`src/rtl/reg_file_pkg.sv`:
```
// Shared CPU datapath definitions: word/address widths and register-address type.
// Consumed by the register file and by decode/issue logic.
package reg_file_pkg;

    localparam int WIDTH_DEF  = 16;
    localparam int ADDR_W_DEF = 4;
    localparam int DEPTH_DEF  = 1 << ADDR_W_DEF;
    localparam int REG_ZERO   = 0;

    typedef logic [ADDR_W_DEF-1:0] reg_addr_t;
    typedef logic [WIDTH_DEF-1:0]  word_t;

    function automatic logic is_zero_reg(input logic [ADDR_W_DEF-1:0] addr);
        return addr == ADDR_W_DEF'(REG_ZERO);
    endfunction

endpackage

```
`src/rtl/reg_file_rport.sv`:
```
// One register-file read port: storage mux, write-through bypass, zero register, busy qualify.
// Latency: combinational; backpressure: none.
module reg_file_rport
    import reg_file_pkg::*;
#(
    parameter int WIDTH    = WIDTH_DEF,
    parameter int ADDR_W   = ADDR_W_DEF,
    parameter int ZERO_REG = 1,
    parameter int BYPASS   = 1
) (
    input  logic                                rst,
    input  logic [ADDR_W-1:0]                   addr,
    input  logic [(2**ADDR_W)-1:0][WIDTH-1:0]   regs,
    input  logic [(2**ADDR_W)-1:0]              busy,
    input  logic                                we,
    input  logic [ADDR_W-1:0]                   waddr,
    input  logic [WIDTH-1:0]                    wdata,
    output logic [WIDTH-1:0]                    data,
    output logic                                rbusy
);

    logic hit_zero;
    logic hit_bypass;

    assign hit_zero   = (ZERO_REG != 0) && (addr == ADDR_W'(REG_ZERO));
    assign hit_bypass = (BYPASS != 0) && we && (waddr == addr);

    always_comb begin
        data  = regs[addr];
        rbusy = busy[addr];
        // A value arriving this cycle satisfies the consumer, so it is not a hazard.
        if (hit_bypass) begin
            data  = wdata;
            rbusy = 1'b0;
        end
        if (hit_zero || rst) begin
            data  = '0;
            rbusy = 1'b0;
        end
    end

endmodule

```
`src/rtl/reg_file.sv`:
```
// General-purpose register file: 1 sync write port, 2 comb read ports, busy scoreboard.
// Latency: write 1 cycle to storage, reads combinational; backpressure: none.
module reg_file
    import reg_file_pkg::*;
#(
    parameter int WIDTH    = WIDTH_DEF,
    parameter int ADDR_W   = ADDR_W_DEF,
    parameter int ZERO_REG = 1,
    parameter int BYPASS   = 1
) (
    input  logic                     clk,
    input  logic                     rst,
    input  logic                     we,
    input  logic [ADDR_W-1:0]        waddr,
    input  logic [WIDTH-1:0]         wdata,
    input  logic [ADDR_W-1:0]        ra_addr,
    output logic [WIDTH-1:0]         ra_data,
    output logic                     ra_busy,
    input  logic [ADDR_W-1:0]        rb_addr,
    output logic [WIDTH-1:0]         rb_data,
    output logic                     rb_busy,
    input  logic                     claim,
    input  logic [ADDR_W-1:0]        claim_addr,
    output logic [(2**ADDR_W)-1:0]   busy
);

    localparam int DEPTH = 2**ADDR_W;

    logic [DEPTH-1:0][WIDTH-1:0] regs;
    logic [DEPTH-1:0]            busy_q;
    logic [DEPTH-1:0]            busy_d;
    logic                        wr_en;

    assign wr_en = we && !((ZERO_REG != 0) && (waddr == ADDR_W'(REG_ZERO)));

    always_ff @(posedge clk or posedge rst) begin
        if (rst) begin
            regs <= '0;
        end else if (wr_en) begin
            regs[waddr] <= wdata;
        end
    end

    // A claim names a new producer, so it outranks the completing write to the same register.
    always_comb begin
        busy_d = busy_q;
        for (int i = 0; i < DEPTH; i++) begin
            if (claim && (claim_addr == ADDR_W'(i))) begin
                busy_d[i] = 1'b1;
            end else if (we && (waddr == ADDR_W'(i))) begin
                busy_d[i] = 1'b0;
            end
        end
        if (ZERO_REG != 0) begin
            busy_d[REG_ZERO] = 1'b0;
        end
    end

    always_ff @(posedge clk or posedge rst) begin
        if (rst) begin
            busy_q <= '0;
        end else begin
            busy_q <= busy_d;
        end
    end

    assign busy = busy_q;

    reg_file_rport #(
        .WIDTH(WIDTH), .ADDR_W(ADDR_W), .ZERO_REG(ZERO_REG), .BYPASS(BYPASS)
    ) u_rport_a (
        .rst(rst), .addr(ra_addr), .regs(regs), .busy(busy_q),
        .we(we), .waddr(waddr), .wdata(wdata),
        .data(ra_data), .rbusy(ra_busy)
    );

    reg_file_rport #(
        .WIDTH(WIDTH), .ADDR_W(ADDR_W), .ZERO_REG(ZERO_REG), .BYPASS(BYPASS)
    ) u_rport_b (
        .rst(rst), .addr(rb_addr), .regs(regs), .busy(busy_q),
        .we(we), .waddr(waddr), .wdata(wdata),
        .data(rb_data), .rbusy(rb_busy)
    );

endmodule

```
`config.mk`:
```
export PLATFORM = sky130hd
export DESIGN_NAME = reg_file
export DESIGN_NICKNAME = d
export VERILOG_FILES = /design/src/rtl/reg_file_pkg.sv /design/src/rtl/reg_file_rport.sv /design/src/rtl/reg_file.sv
export SDC_FILE = /design/constraint.sdc
export NUM_CORES = 1
export LEC_CHECK = 0
export CORE_ASPECT_RATIO = 0.7
export CORE_MARGIN = 1
export CORE_UTILIZATION = 57
export CTS_CLUSTER_DIAMETER = 80
export CTS_CLUSTER_SIZE = 40
export DETAILED_ROUTE_END_ITERATION = 8
export GPL_TIMING_DRIVEN = 0
export PLACE_DENSITY = 0.77
export SYNTH_ARGS = -nofsm -noshare
export SYNTH_HDL_FRONTEND = slang
export SYNTH_SLANG_ARGS = --single-unit
```
`constraint.sdc`:
```
create_clock -name clk -period 10.5 [get_ports clk]
set_input_delay 1.05 -clock clk [delete_from_list [all_inputs] [get_ports clk]]
set_output_delay 1.05 -clock clk [all_outputs]
set_load 0.02 [all_outputs]
```
==> results.md <==
- Post-layout nets: 1131
- TritonRoute pass-1 iters: 5
- Final core utilization: 64.6%
- Final setup margin: 5.44 ns
- Clock latency on the worst-skew pair: 0.50 ns
- Critical path launch point type: input port
- CTS tree: built
- Core ar.: 0.0258 mm²
- Post-synth EDFFs: 0
- Via density: 6.89
- Last element of the critical path: rb_busy
- CP Max Fanout: 10
- DR iter-0 viols: 1048
- Reg-to-reg critical path startpoint: regs[25]
- Die Y: 138 µm
- Hold WC Path Type: reg -> reg
- WHS: 0.497 ns
- WP data arrival: 4.01 ns
- Fin Setup TNS: 0 ns
- DRT antenna net count: 0
- Seq cells post-synth: 271
- Peak supply drop: 0.0992 mV
- Worst rel slew slack: 34.8%
- Clock transition at the registers of the reported paths: 0.10 ns
- CTS buffer count: 13
- Share of post-route cells with drive strength above 1: 44.7%
- Distinct cells, synth: 44
- Crit. Startpoint: we
- Clk sinks: 271
- Crit Reg-Reg Endpoint: regs[25]
- Postcts setup bufs: 0
- Async SR Flop Fraction: 100%
- Share of the yosys chip area belonging to registers: 45.1%
- Final hold vios: 0
- Setup Crit Path Kind: in -> out
- Synth warn: 0
- Top_reg_cell synth: dfrtp_1
- Max Fclk: 0.198 GHz
- Leakage power: 0.00693 µW
- CTS hold repair buffers: 0
- P&R area growth vs syn: 10.9%
- Die ar.: 0.0270 mm²
- Worst-margin pin slew: 0.979 ns
- Clock root buffer: clkbuf_16
- Post-Syn Nets: 1045
- Vias in the first global route: 10000
- Starting density of the core: 58.2%
- Largest net degree at the start of global routing: 131
- IO Count: 86
- Final cycle utilization of the critical path: 48.2%
- Synth Instances: 1009
- Clock buffer depth: 3
- Mapped cell area: 0.0150 mm²
- Overflow after GRT: 0
- Final Skew: 0 ns
- Rows: 49
- Routed wire length: 44.0 mm
- Reg2Reg Setup Slack: 9.68 ns
- Fin crit period: 5.06 ns
- RSZ-0062 raised after global routing: false
- Worst Path Required: 9.45 ns
- DIE WIDTH: 196 µm
- H-tree depth: 1
- WL per Instance: 30.2 µm
- HPWL reported at the end of detailed placement: 29.7 mm
- First-pass GRT wire length: 64.9 mm
- Pins Over Slew Limit: 0
- Max Cap Viol: 0
- Post_cts resized: 0
- Status: complete, no violations
- DRC: 0
- GP Congestion: 0.911
- Antenna violations before repair: 1
- Via count: 10100
- Worst r2r path cells: 1
- Place WS: 5.56 ns
- Worst setup EP type: output port
- Pwr Total: 2920 µW
- Final setup vio count: 0
- Power Dens Cells: 175 mW/mm²
- Syn avg cell area: 14.9 µm²
- Port Buffer Count: 69
- Total track usage: 33.5%
cell type report:
| type | count | area, µm² |
|---|---|---|
| diodes | 1 | 2.50 |
| plain buffers | 118 | 656 |
| clock buffers | 14 | 339 |
| clock inverters | 7 | 101 |
| fillers | 1895 | 9140 |
| inverters | 4 | 22.5 |
| multi-input cells | 616 | 7580 |
| flip-flops and latches | 271 | 6780 |
| well taps | 357 | 447 |
| repair buffers | 71 | 746 |
power by group:
part	switching, µW	internal, µW	leakage [µW]	total (µW)
sequential	183	1270	0.00335	1450
clock	382	256	0.000213	638
combinational	324	499	0.00337	823
total	889	2030	0.00693	2920
through the flow:
step,area (µm²),std cells
floorplan,15000,1009
global placement,16200,1435
detailed placement,16200,1437
CTS,16700,1458
global route,16700,1458
finish,16700,1459
cell usage after synthesis (2+ instances only):
library cell / count / area, µm²
nor2_1: 2 / 7.51
nor2_2: 9 / 56.3
mux4_2: 135 / 3040
and2_1: 2 / 12.5
mux2i_1: 17 / 170
a32o_1: 2 / 20.0
buf_2: 43 / 215
nand2_1: 30 / 113
a22o_1: 32 / 280
nor4_1: 2 / 12.5
clkbuf_1: 47 / 176
nor2b_1: 19 / 119
buf_4: 8 / 60.1
nand2b_1: 4 / 25.0
o31ai_1: 3 / 22.5
inv_1: 4 / 15.0
a211oi_1: 9 / 67.6
xor2_1: 3 / 26.3
nor3b_2: 2 / 25.0
nand3b_4: 2 / 40.0
o21ai_0: 22 / 110
buf_1: 4 / 15.0
nand3b_1: 2 / 15.0
nor3_2: 2 / 20.0
nor3b_1: 2 / 15.0
mux2_4: 27 / 405
buf_6: 15 / 169
or3_1: 3 / 18.8
a211oi_2: 7 / 87.6
mux2_2: 214 / 2410
a22oi_1: 32 / 240
xnor2_1: 4 / 35.0
a21oi_1: 18 / 90.1
nand3_1: 2 / 10.0
dfrtp_1: 271 / 6780
layout by cell type, fill, tap and decap left out, types with 3 or more instances in the layout:
cell type        Yosys  routed
a211oi_1             9       9
a211oi_2             7       7
a21oi_1             18      18
a22o_1              32      32
a22oi_1             32      32
buf_1                4       4
buf_2               43      43
buf_4                8       8
buf_6               15      15
clkbuf_1            47      47
clkbuf_16            0      13
clkdlybuf4s50_1      0      69
dfrtp_1            271     271
inv_1                4       3
mux2_2             214     214
mux2_4              27      27
mux2i_1             17      17
mux4_2             135     135
nand2_1             30      30
nand2b_1             4       4
nor2_2               9       9
nor2b_1             19      19
o21ai_0             22      22
o31ai_1              3       3
or3_1                3       3
xnor2_1              4       4
xor2_1               3       3
cells by family after synthesis:
| logic type | count (synthesis) | share of synthesized area (%) |
|---|---|---|
| DFF | 271 | 45.1 |
| and+or+nand+nor | 88 | 3.63 |
| other | 1 | 0.0250 |
| buffers and inverters | 122 | 4.46 |
| AOI/OAI and AO/OA | 126 | 6.18 |
| muxes | 394 | 40.2 |
| xor gates and xnor gates | 7 | 0.408 |
worst min-delay path by stage:
| stage | slack, ns | startpoint | cells past startpoint | to |
|---|---|---|---|---|
| 6_report | 0.50 | regs[2] | 1 | regs[2] |
| 5_1_grt | 0.51 | regs[2] | 1 | regs[2] |
| 4_1_cts | 0.49 | regs[2] | 1 | regs[2] |
| 3_5_place_dp | 0.47 | regs[7] | 1 | regs[7] |
| 3_3_place_gp | 0.46 | regs[14] | 1 | regs[14] |
| 2_1_floorplan | 0.44 | regs[0] | 1 | regs[0] |
flip-flops by register name (all words and copies together), names as in the netlist:
name	count
regs	256
busy	15
worst max-delay path, stage by stage:
cell and delay (ns):
clkdlybuf4s50_1 0.64, nand2_1 0.23, nor4_4 0.05, nor3_2 0.68, buf_2 0.48, o211a_1 0.25
clkdlybuf4s50_1 0.61
layer usage:
layer  track usage, %  share of wire (%)
met5                0                  0
met3             10.8                 12
met2             48.8                 44
met4             7.90                2.3
met1             49.1                 43
Note: power is estimated with default switching activity, not from simulation.
